$ cat config.mk
export PLATFORM = sky130hd
export DESIGN_NAME = router_fsm_np
export DESIGN_NICKNAME = d
export VERILOG_FILES = /design/src/rtl/router_fsm_np.sv
export SDC_FILE = /design/constraint.sdc
export NUM_CORES = 1
export LEC_CHECK = 0
export ABC_AREA = 1
export BUFFER_PORTS_ARGS = -buffer_cell sky130_fd_sc_hd__buf_4
export CORE_AREA = 2 2 74 76
export CTS_CLUSTER_DIAMETER = 30
export CTS_CLUSTER_SIZE = 16
export DETAILED_ROUTE_END_ITERATION = 10
export DIE_AREA = 0 0 76 78
export PLACE_DENSITY = 0.63
export SLEW_MARGIN = 30
export SYNTH_ARGS = -nofsm -noshare
export SYNTH_HDL_FRONTEND = slang
export SYNTH_SLANG_ARGS = --single-unit
$ cat constraint.sdc
create_clock -name clock_i -period 4.5 [get_ports clock_i]
set_clock_uncertainty 0.15 [all_clocks]
set_input_delay 0.675 -clock clock_i [delete_from_list [all_inputs] [get_ports clock_i]]
set_output_delay 0.675 -clock clock_i [all_outputs]
set_load 0.005 [all_outputs]
$ cat src/rtl/router_fsm_np.sv
`default_nettype none
// ============================================================================
//  Module   : router_fsm_np
//  Purpose  : Packet-router control FSM. Decodes the header address of each
//             packet, waits (bounded) for the destination FIFO to drain,
//             steers payload / parity writes, handles FIFO-full back-pressure
//             and discards packets with an illegal or starved destination.
//  Ports    : clock_i, reset_i           - clock, synchronous active-high reset
//             pkt_valid_i, data_in_i     - source valid, header address bits
//             soft_reset_i, fifo_empty_i - per-port FIFO status
//             fifo_full_i                - full flag of selected FIFO
//             low_pkt_valid_i, parity_done_i - register-block flags
//             *_state_o / detect_add_o / rst_int_reg_o / drop_pkt_o - decodes
//             write_enb_reg_o, busy_o    - FIFO write enable, source stall
//             dest_sel_o, drop_count_o   - latched destination, drop counter
//  Revision : 1.0 - initial release
// ============================================================================
module router_fsm_np #(
    parameter int NUM_PORTS    = 3,
    parameter int ADDR_W       = 2,
    parameter int WAIT_TIMEOUT = 32
) (
    input  logic                 clock_i,
    input  logic                 reset_i,
    input  logic                 pkt_valid_i,
    input  logic [ADDR_W-1:0]    data_in_i,
    input  logic [NUM_PORTS-1:0] soft_reset_i,
    input  logic [NUM_PORTS-1:0] fifo_empty_i,
    input  logic                 fifo_full_i,
    input  logic                 low_pkt_valid_i,
    input  logic                 parity_done_i,
    output logic                 detect_add_o,
    output logic                 lfd_state_o,
    output logic                 ld_state_o,
    output logic                 full_state_o,
    output logic                 laf_state_o,
    output logic                 rst_int_reg_o,
    output logic                 write_enb_reg_o,
    output logic                 busy_o,
    output logic                 drop_pkt_o,
    output logic [ADDR_W-1:0]    dest_sel_o,
    output logic [7:0]           drop_count_o
);

    localparam int          c_NSEL      = 1 << ADDR_W;
    localparam logic [7:0]  c_WAIT_LAST = 8'(WAIT_TIMEOUT - 1);
    localparam logic [ADDR_W:0] c_NUM_PORTS = (ADDR_W + 1)'(NUM_PORTS);

    typedef enum logic [3:0] {
        S_DECODE = 4'd0,
        S_LFD    = 4'd1,
        S_LD     = 4'd2,
        S_FULL   = 4'd3,
        S_LAF    = 4'd4,
        S_LP     = 4'd5,
        S_CHK    = 4'd6,
        S_WAIT   = 4'd7,
        S_DROP   = 4'd8
    } state_e;

    state_e              state_q, state_d;
    logic [ADDR_W-1:0]   dest_sel_q, dest_sel_d;
    logic [7:0]          wait_cnt_q, wait_cnt_d;
    logic [7:0]          drop_count_q;
    logic                detect_add_q, lfd_q, ld_q, full_q, laf_q, rst_int_q;
    logic                write_enb_q, busy_q, drop_q;

    // Status vectors widened to the full address space so that addresses
    // beyond NUM_PORTS select a constant 0 instead of an out-of-range bit.
    logic [c_NSEL-1:0]   w_empty_sel;
    logic [c_NSEL-1:0]   w_soft_sel;
    logic                w_addr_ok;

    generate
        for (genvar i = 0; i < c_NSEL; i++) begin : g_pad
            if (i < NUM_PORTS) begin : g_real
                assign w_empty_sel[i] = fifo_empty_i[i];
                assign w_soft_sel[i]  = soft_reset_i[i];
            end else begin : g_none
                assign w_empty_sel[i] = 1'b0;
                assign w_soft_sel[i]  = 1'b0;
            end
        end
    endgenerate

    assign w_addr_ok = ({1'b0, data_in_i} < c_NUM_PORTS);

    always_comb begin
        state_d    = state_q;
        dest_sel_d = dest_sel_q;
        wait_cnt_d = 8'd0;   // only a stay in WAIT keeps a non-zero count
        case (state_q)
            S_DECODE: begin
                if (pkt_valid_i) begin
                    dest_sel_d = data_in_i;
                    if (!w_addr_ok)
                        state_d = S_DROP;
                    else if (w_empty_sel[data_in_i])
                        state_d = S_LFD;
                    else
                        state_d = S_WAIT;
                end
            end
            S_WAIT: begin
                // Draining beats timing out when both happen together.
                if (w_empty_sel[dest_sel_q])
                    state_d = S_LFD;
                else if (wait_cnt_q == c_WAIT_LAST)
                    state_d = S_DROP;
                else
                    wait_cnt_d = wait_cnt_q + 8'd1;
            end
            S_LFD:  state_d = S_LD;
            S_LD: begin
                if (fifo_full_i)
                    state_d = S_FULL;
                else if (!pkt_valid_i)
                    state_d = S_LP;
            end
            S_FULL: begin
                if (!fifo_full_i)
                    state_d = S_LAF;
            end
            S_LAF: begin
                if (parity_done_i)
                    state_d = S_DECODE;
                else if (low_pkt_valid_i)
                    state_d = S_LP;
                else
                    state_d = S_LD;
            end
            S_LP:   state_d = S_CHK;
            S_CHK:  state_d = fifo_full_i ? S_FULL : S_DECODE;
            S_DROP: begin
                if (!pkt_valid_i)
                    state_d = S_DECODE;
            end
            default: state_d = S_DECODE;
        endcase

        // Soft reset of the selected port aborts the packet from any state
        // past header decode.
        if (state_q != S_DECODE && w_soft_sel[dest_sel_q]) begin
            state_d    = S_DECODE;
            wait_cnt_d = 8'd0;
        end
    end

    // Outputs are decoded from the next state so they line up with state_q.
    always_ff @(posedge clock_i) begin
        if (reset_i) begin
            state_q      <= S_DECODE;
            dest_sel_q   <= '0;
            wait_cnt_q   <= 8'd0;
            drop_count_q <= 8'd0;
            detect_add_q <= 1'b1;
            lfd_q        <= 1'b0;
            ld_q         <= 1'b0;
            full_q       <= 1'b0;
            laf_q        <= 1'b0;
            rst_int_q    <= 1'b0;
            write_enb_q  <= 1'b0;
            busy_q       <= 1'b0;
            drop_q       <= 1'b0;
        end else begin
            state_q    <= state_d;
            dest_sel_q <= dest_sel_d;
            wait_cnt_q <= wait_cnt_d;
            if (state_d == S_DROP && state_q != S_DROP && drop_count_q != 8'hFF)
                drop_count_q <= drop_count_q + 8'd1;
            detect_add_q <= (state_d == S_DECODE);
            lfd_q        <= (state_d == S_LFD);
            ld_q         <= (state_d == S_LD);
            full_q       <= (state_d == S_FULL);
            laf_q        <= (state_d == S_LAF);
            rst_int_q    <= (state_d == S_CHK);
            write_enb_q  <= (state_d == S_LD) || (state_d == S_LAF) || (state_d == S_LP);
            busy_q       <= (state_d == S_LFD) || (state_d == S_FULL) || (state_d == S_LAF) ||
                            (state_d == S_LP)  || (state_d == S_CHK)  || (state_d == S_WAIT);
            drop_q       <= (state_d == S_DROP);
        end
    end

    assign detect_add_o    = detect_add_q;
    assign lfd_state_o     = lfd_q;
    assign ld_state_o      = ld_q;
    assign full_state_o    = full_q;
    assign laf_state_o     = laf_q;
    assign rst_int_reg_o   = rst_int_q;
    assign write_enb_reg_o = write_enb_q;
    assign busy_o          = busy_q;
    assign drop_pkt_o      = drop_q;
    assign dest_sel_o      = dest_sel_q;
    assign drop_count_o    = drop_count_q;

endmodule
`default_nettype wire

==> Word level (Yosys, flattened, before mapping) <==
Index checks and enable logic that the tools add are counted.
{ "totals": {"ff_bits": 31, "latchBits": 0, "ramBits": 0, "romBits": 0, "input_bits": 14, "out_inout_bits": 19, "elab_cells": 73, "n_memories": 0} }
{ "op_classes": {"add_sub_neg": 2, "multipliers": 0, "n_div": 0, "magnitude_cmp": 3, "n_eq_ne": 19, "shifts": 0, "mux": 20, "n_bitwise": 1, "reduce_logical": 15} }
{ "op_table": {"columns": ["op", "n"], "rows": [
  ["$mux 4", 9],
  ["$pmux 4 s9", 1],
  ["$eq 4x3->1 const B", 8],
  ["$add 8x1->8 const B", 2],
  ["$eq 4x2->1 const B", 4],
  ["$mux 3", 3],
  ["$eq 4x1->1 const B", 2],
  ["$eq 4x4->1 const B", 2],
  ["$eq 8x5->1 const B", 1],
  ["$logic_not 4->1", 2],
  ["$ne 8x8->1 const B", 1],
  ["$logic_or 1x1->1", 7],
  ["$bmux 1 s2", 3],
  ["$lt 2x3->1 const B", 2],
  ["$reduce_or 5->1", 1],
  ["$ne 4x4->1 const B", 1],
  ["$reduce_bool 4->1", 1],
  ["$logic_and 1x1->1", 3],
  ["$mux 1", 3],
  ["$lt 2x2->1 const B", 1],
  ["$mux 2", 1],
  ["$reduce_and 2->1", 1],
  ["$not 1->1", 1]
]} }

==> Depth between registers and ports, before layout <==
Gate-level depths: netlist of the first run.
{ "depth": {"depth_word": 13, "depth_mapped": 11, "mapped_depth_nobuf": 11} }

==> Least setup slack after synthesis of the first run <==
OpenSTA, ideal clock, no wires.
{ "synth_timing": {"path_type": "input-to-reg", "from": "input port fifo_empty_i[1]", "to": "register drop_count_q[7], in the netlist drop_count_o[7]", "setup_time_ns": 0.132, "t_arrival_ns": 1.527, "t_required_ns": 4.218, "slack_ns": 2.691, "stages": 10, "path_buffers": 0, "path_cell_list": "inv_1 -> nand2_1 -> nand3_1 -> nand2_1 -> nor2_4 -> nand2_2 -> nand2_8 -> nand3_4 -> nand2_1 -> a21oi_1"} }
{ "synth_between": {"elab_chain_cells": 10, "word_cells_on_any_way": 13, "cone_classes": "1 x eq/ne; 10 x mux; 2 x reduce/logical"} }
{ "synth_rtl": {"columns": ["item", "line", "source"], "rows": [
  ["start, declared", "28", "input logic [NUM_PORTS-1:0] fifo_empty_i,"],
  ["$bmux 1 s2", "98", "else if (w_empty_sel[data_in_i])"],
  ["$mux 1 (implied by the code)", "98", null],
  ["$mux 3", "98", null],
  ["$mux 4", "96", "if (!w_addr_ok)"],
  ["$mux 4", "94", "if (pkt_valid_i) begin"],
  ["$pmux 4 s9 *", "92", "case (state_q)"],
  ["$mux 4 *", "143", "if (state_q != S_DECODE && w_soft_sel[dest_sel_q]) begin"],
  ["$eq 4x4->1 *", "169", "if (state_d == S_DROP && state_q != S_DROP && drop_count_q != 8'hFF)"],
  ["$logic_and 1x1->1 * (2 in series)", "169", null],
  ["end signal, assigned", "170", "drop_count_q <= drop_count_q + 8'd1;"],
  ["end, declared", "64", "logic [7:0] drop_count_q;"]
]} }
Every way passes the cells marked *; elsewhere a longest branch is shown, timed or not. The select of a mux whose other input is x is not followed.
A chain may end at the register's enable or synchronous reset.

==> Final worst setup path of the first run <==
{ "layout_timing": {"from": "register wait_cnt_q[0]", "to": "register drop_count_q[4], in the netlist drop_count_o[4]"} }
{ "layout_between": {"elab_chain_cells": 8} }
{ "layout_rtl": {"columns": ["item", "line", "source"], "rows": [
  ["start, declared", "63", "logic [7:0] wait_cnt_q, wait_cnt_d;"],
  ["start signal, assigned", "168", "wait_cnt_q <= wait_cnt_d;"],
  ["$eq 8x5->1", "108", "else if (wait_cnt_q == c_WAIT_LAST)"],
  ["$mux 4", "108", null],
  ["$mux 4", "106", "if (w_empty_sel[dest_sel_q])"],
  ["$pmux 4 s9", "92", null],
  ["$mux 4", "143", null],
  ["$eq 4x4->1", "169", null],
  ["$logic_and 1x1->1 (2 in series)", "169", null]
]} }
Every way passes these cells.

==> summary.txt, run 1 <==
GRT
  – First-pass GRT wire length: 6130 µm
  – Largest net degree at the start of global routing: 18
  – Global route overflow: 0
  – Number of global-route vias before repair: 1354
  – GRT Total Usage: 12.8%
  – Initial antenna violation count: 0

Detailed routing
  – DR DRC count: 0
  – Initial DRT Pass Iterations: 4
  – 1st-iter DRT viols: 60
  – DR WL/cell: 11.1 µm
  – Final antenna-violating net count: 0
  – Final wirelength: 3650 µm
  – Vias per inst: 4.61
  – Via count: 1511

Pwr
  – Pwr Density: 490 mW/mm²
  – Leakage power: 0.973 nW
  – VDD IR-drop max: 0.000262 V
  – Final total power: 0.00107 W

Clock tree
  – Clock slew seen by the registers of the worst setup and hold paths: 60 ps
  – Clk_lat worst skew: 290 ps
  – Cts bufs inserted: 5
  – H-tree depth: 2
  – Clk sinks: 31
  – Setup bufs post-CTS: 0
  – # hold bufs at CTS: 0
  – # resized after CTS: 0
  – CTS Buffer Depth: 2
  – Clk Tree Root Cell: clkbuf_8
  – CTS tree: built

Timing
  – Setup_tns: 0 ps
  – Max Clock Freq: 0.545 GHz
  – RSZ-0062 raised after global routing: no
  – # setup viols final: 0
  – Rel. slew slack: 78.6%
  – Final period util: 40.8%
  – Minimum clock period: 1830 ps
  – Worst-margin pin slew: 320 ps
  – Fin. Hold Viols: 0
  – Slew Viols, Final: 0

Synth
  – Multiplexer area fraction after synthesis: 0%
  – Post-synthesis compound-gate area fraction: 7.30%
  – Largest family of logic cells by synthesized area: simple AND/OR/NAND/NOR gates
  – Library cells used by synthesis: 30
  – Mapped cell area: 0.00175 mm²
  – Syn Inst Count: 221
  – Synth top cells by count: nand2_1 (40), dfxtp_1 (31), nor2_1 (25)
  – Post-synth top area share: 35.5%
  – Synth area leaders: dfxtp_1 (35%), nand2_1 (8.6%), nor2_1 (5.4%), nand3_1 (4.6%), xor2_1 (4.5%)
  – Yosys top cell by area: dfxtp_1
  – Simple logic cell fraction of the synthesized area: 44.4%
  – Synth Area in XOR/XNOR: 5.01%
  – Synthesis Warnings: 0
  – Net Count, Synth: 237
  – Post-Synth Adder-Cell Area: 1.43%
  – Number of enable flip-flop cells after synthesis: 0
  – Most frequent cell after synthesis: nand2_1
  – Synth Flop Type: dfxtp_1
  – Asr flop ratio synth: 0%
  – Post-synthesis register bit count: 31
  – Seq/Total Area, Yosys: 35.5%
  – Avg Cell Area, Syn: 7.91 µm²

Worst setup path
  – Crit-path max FO: 10
  – Worst Path Arrival: 1850 ps
  – Reg2reg path depth: 10
  – CP Launch Type: register
  – Kind of critical path: register to register
  – Crit path cell chain: ha_1 > nand2_1 > nor2_2 > nand2_2 > nand2_1 > nand2_2 > nand2_8 > nand3_4 > nand2_1 > a21oi_1
  – CP endpoint kind: register
  – Crit-path slowest cell: dfxtp_1
  – Worst Path Required: 4520 ps
  – Crit-path max cell delay: 360 ps
  – Most common cell on crit path: nand2_1

Cells and area
  – Fillcell total: 539
  – N_diodes: 0
  – Final nets: 273
  – Area grow syn2layout: 24.4%
  – Storage cell area: 621 µm²
  – Multi-input gate area: 0.00102 mm²
  – Layout Cells excl Fill: 328
  – Share of cells above drive strength 1: 32.6%

Place
  – Placer Congestion: 0.750
  – Post-DP HPWL: 2780 µm
  – I/O Buffers: 32
  – # placed instances: 320

Floorplanning
  – Core Footprint: 0.00504 mm²
  – # IOs: 33
  – Row cnt: 26
  – Die W: 76 µm
  – Die Area: 0.00593 mm²
  – Starting Density: 34.7%
  – Chip height: 78 µm

Hold path
  – Worst Hold Depth: 1
  – Hold WC Path Type: register to register

Flow run
  – Number of max-cap violations: 0

Status
  – Status: completed
[final timing paths]
path | from | endpoint | slack [ps]
hold / removal | wait_cnt_q[0] | wait_cnt_q[0] | 300
setup / recovery | wait_cnt_q[0] | drop_count_o[4] | 2670
hold reg to reg | wait_cnt_q[0] | wait_cnt_q[0] | 300
setup reg to reg | wait_cnt_q[0] | drop_count_o[4] | 2670
[worst max-delay path, delay by kind of cell (launching register included)]
kind / cells / cell delay (ps)
adder cells (fa/ha/maj): 1 / 210
flip-flops: 1 / 360
AO/OA/AOI/OAI: 1 / 70
AND/OR/NAND/NOR: 8 / 940
[report_power, final]
part | leakage (nW) | switching, W | total, W | internal, W
combinational | 0.660 | 0.000277 | 0.000426 | 0.000149
clock | 0.0612 | 0.000106 | 0.000285 | 0.000179
sequential | 0.252 | 0.0000377 | 0.000354 | 0.000316
total | 0.973 | 0.000421 | 0.00107 | 0.000644
[per-stage QoR]
step | hold WS [ps] | utilization, % | setup WS [ps] | instance area [µm²]
floorplan | 268 | - | 2690 | 1750
global placement | 283 | 40.8 | 2460 | 2060
detailed placement | 287 | 40.8 | 2430 | 2060
CTS | 303 | 43.2 | 2640 | 2180
global route | 322 | 43.2 | 2510 | 2180
finish | 299 | 43.2 | 2670 | 2180
[sequential cells by signal, summed over array words and instances (netlist names)]
register and cells:
dest_sel_o 2, drop_pkt_o 1, busy_o 1, state_q 4, rst_int_reg_o 1, full_state_o 1
detect_add_o 1, lfd_state_o 1, drop_count_o 8, write_enb_reg_o 1, laf_state_o 1, ld_state_o 1
wait_cnt_q 8
[metal layers]
metal	global-route usage, %	part of all wire, %
met3	3.37	3.9
met2	22.7	50
met4	6.00	1.8
met5	0	0
met1	14.5	45
[cells by family after synthesis]
kind of cell	after synthesis
buffers and inverters	27
AOI/OAI and AO/OA	22
xor gates and xnor gates	10
and+or+nand+nor	129
adders and majority gates	2
DFF	31
[cell type report]
| class | count | share of cell area (%) |
|---|---|---|
| clock buffers | 6 | 3.80 |
| clock inverters | 2 | 1.61 |
| inverters | 24 | 4.26 |
| multi-input cells | 163 | 46.8 |
| flip-flops and latches | 31 | 28.5 |
| well taps | 70 | 4.03 |
| repair buffers | 32 | 11.0 |
[placed cells by master, fill, tap and decap left out, types with 2 or more instances in the layout]
| cell type | synthesis | layout |
|---|---|---|
| nor2_2 | 4 | 4 |
| nor3b_1 | 2 | 2 |
| ha_1 | 2 | 2 |
| nand2_4 | 6 | 6 |
| inv_1 | 17 | 17 |
| nor2_4 | 5 | 5 |
| buf_4 | 0 | 32 |
| nand2_2 | 5 | 5 |
| xor2_1 | 9 | 9 |
| dfxtp_1 | 31 | 31 |
| clkinv_2 | 2 | 3 |
| nor3_2 | 6 | 6 |
| nand4_4 | 2 | 2 |
| nor2_1 | 25 | 25 |
| nand3_1 | 16 | 16 |
| o21ai_0 | 3 | 3 |
| o21ai_1 | 5 | 5 |
| inv_2 | 5 | 5 |
| nand3_2 | 5 | 5 |
| clkbuf_8 | 0 | 6 |
| nand4_1 | 10 | 10 |
| nand2_1 | 40 | 40 |
| a21oi_1 | 11 | 11 |
Power figures use the tool's default switching activity.
==> run 2: changes to the inputs <==
Settings changed: PLACE_DENSITY 0.63 to 0.65.
Clock period 4.5 ns to 1.5 ns, I/O delays scaled along.
==> summary.txt, run 2 (synthesized netlist as in run 1, its figures left out) <==
Place
  – I/O Buffers: 32 (unchanged)
  – Setup slack at placement: -126 ps (-2550 ps)
  – Post-DP HPWL: 2960 µm (+6.8%)
  – Placer Congestion: 0.887 (+18%)

Detailed routing
  – DR DRC count: 0 (unchanged)
  – DR WL/cell: 12.2 µm (+9.4%)
  – Final antenna-violating net count: 0 (unchanged)
  – Metal-1 WL: 1830 µm (+13%)
  – Initial DRT Pass Iterations: 4 (unchanged)
  – Final wirelength: 4370 µm (+20%)
  – Vias per inst: 4.70 (+2.0%)
  – 1st-iter DRT viols: 76 (+27%)
  – Met3 wire len: 172 µm (+20%)
  – Top layer in use: met4
  – Via count: 1687 (+12%)
  – DR WL met2: 2290 µm (+27%)

GRT
  – GRT Total Usage: 15.2% (+2.4 points)
  – Global route overflow: 0 (unchanged)
  – Largest net degree at the start of global routing: 16 (-2)
  – Number of global-route vias before repair: 1622 (+20%)
  – Initial antenna violation count: 0 (unchanged)
  – First-pass GRT wire length: 7200 µm (+17%)

Worst setup path
  – Kind of critical path: register to register
  – Crit-path max cell delay: 370 ps (about the same)
  – Worst Path Arrival: 1630 ps (-220 ps)
  – Crit path cell chain: nor2_4 > nand2_2 > nor3_4 > nor2_4 > nand2_8 > nand3_4 > nand2_2 > a21oi_2
  – Worst Path Required: 1520 ps (-3000 ps)
  – CP endpoint kind: register
  – Crit-path slowest cell: dfxtp_4
  – Reg2reg setup slack: -110 ps (-2770 ps)
  – CP Launch Type: register
  – Crit-path max FO: 8 (-2)

Clock tree
  – H-tree depth: 2 (unchanged)
  – Clk_lat worst skew: 290 ps (about the same)
  – CTS tree: built
  – # hold bufs at CTS: 0 (unchanged)
  – Clk sinks: 31 (unchanged)
  – Clk Tree Root Cell: clkbuf_8
  – Cts bufs inserted: 5 (unchanged)
  – Clock slew seen by the registers of the worst setup and hold paths: 60 ps (about the same)
  – CTS Buffer Depth: 2 (unchanged)

Pwr
  – Clk pwr share: 22.9% (-3.9 points)
  – Leakage power: 1.20 nW (+23%)
  – VDD IR-drop max: 0.000934 V (+260%)
  – Combinational share of power: 47.7% (+7.7 points)
  – Net Sw Power: 0.00150 W (+260%)
  – Flop pwr share: 29.4% (-3.8 points)
  – Sw Ratio: 40.4% (+0.89 points)
  – Int Pwr: 0.00222 W (+240%)
  – Pwr Density: 1410 mW/mm² (+190%)

Timing
  – Minimum clock period: 1610 ps (-225 ps)
  – Fin. Hold Viols: 0 (unchanged)
  – Hold Slack: 114 ps (-185 ps)
  – Rel. slew slack: 74.0% (-4.6 points)
  – Setup_tns: -1230 ps (-1230 ps)
  – Worst-margin pin slew: 389 ps (+69.6 ps)
  – # setup viols final: 18 (+18)
  – Final worst slack: -109 ps (-2770 ps)
  – RSZ-0062 raised after global routing: yes
  – Max Clock Freq: 0.622 GHz (+14%)
  – Final period util: 107% (+66 points)
  – Slew Viols, Final: 0 (unchanged)

Cells and area
  – Share of cells above drive strength 1: 53.6% (+21 points)
  – Commonest non-fill, non-tap cell in the layout: buf_4
  – Most frequent cells in the layout: buf_4 (59), nand2_1 (28), nor2_1 (21), dfxtp_1 (21), inv_1 (17)
  – N_diodes: 0 (unchanged)
  – Fillcell total: 447 (-17%)
  – Area grow syn2layout: 50.8%
  – Final nets: 304 (+11%)

Floorplanning
  – Die Area: 0.00593 mm² (unchanged)
  – Row cnt: 26 (unchanged)
  – Chip height: 78 µm (unchanged)
  – Starting Density: 34.7% (unchanged)
  – Core Footprint: 0.00504 mm² (unchanged)
  – Die W: 76 µm (unchanged)
  – # IOs: 33 (unchanged)

Flow run
  – Number of max-cap violations: 0 (unchanged)

Status
  – Status: finished, violations left
  – Failing checks: negative setup slack

Hold path
  – Hold WC Path Type: primary input to register
[run 2: changes by cell type in the layout (fill, tap and decap cells not counted), moves of 7 or more]
cell,before,now
dfxtp_2,0,7
nand2_2,5,14
dfxtp_1,31,21
nand2_1,40,28
buf_4,32,59
[run 2: stage by stage]
stage                     total power, W  cell area (µm²)  instances  utilization, %
after floorplan                  0.00206             1810        221               -
after global routing             0.00394             2640        359            52.3
after global placement           0.00247             2270        341            45.1
after CTS                        0.00349             2500        355            49.6
final                            0.00372             2640        359            52.3
after detailed placement         0.00248             2270        341            45.1
[run 2: repair_timing]
item                                   in CTS  in global routing
gates cloned                                2                  1
setup endpoints to repair                  25                 29
resized for setup                          18                 29
buffers inserted                            4                  3
pin swaps                                   9                 20
endpoints found under the hold margin       0                  0
[run 2: final cells by class]
class | instances | area [µm²] | area share (%)
tap | 70 | 87.6 | 3.32
inverter | 24 | 95.1 | 3.61
multi-input combinational | 166 | 1240 | 47.1
sequential | 31 | 641 | 24.3
clock buffer | 6 | 82.6 | 3.13
timing repair buffer | 60 | 454 | 17.2
clock inverter | 2 | 35.0 | 1.33
[run 2: path summary, 6_finish.rpt]
kind	startpoint	to	cells past startpoint
worst max-delay path	state_q[1]	drop_count_o[1]	8
worst min-delay path	data_in_i[1]	dest_sel_o[1]	3
worst max register to register	state_q[1]	drop_count_o[1]	8
worst min register to register	drop_count_o[7]	drop_count_o[7]	2
[run 2: routing by layer]
metal	vias up	global-route usage (%)
met2	38	26.5
met3	7	3.60
met4	0	7.82
li1	866	-
met1	776	17.3
met5	-	0
[run 2: power groups by stage]
stage	Sequential, W	Clock [W]	Combinational (W)
2_1_floorplan	0.00107	0	0.000988
3_3_place_gp	0.00107	0	0.00140
3_5_place_dp	0.00107	0	0.00141
4_1_cts	0.00108	0.000876	0.00154
5_1_grt	0.00111	0.000904	0.00193
6_report	0.00109	0.000852	0.00177
[run 2: critical path, delay by kind of cell (launching register included)]
family | cells | cell delay [ps]
flops | 1 | 370
compound gates | 1 | 50
simple gates | 7 | 910
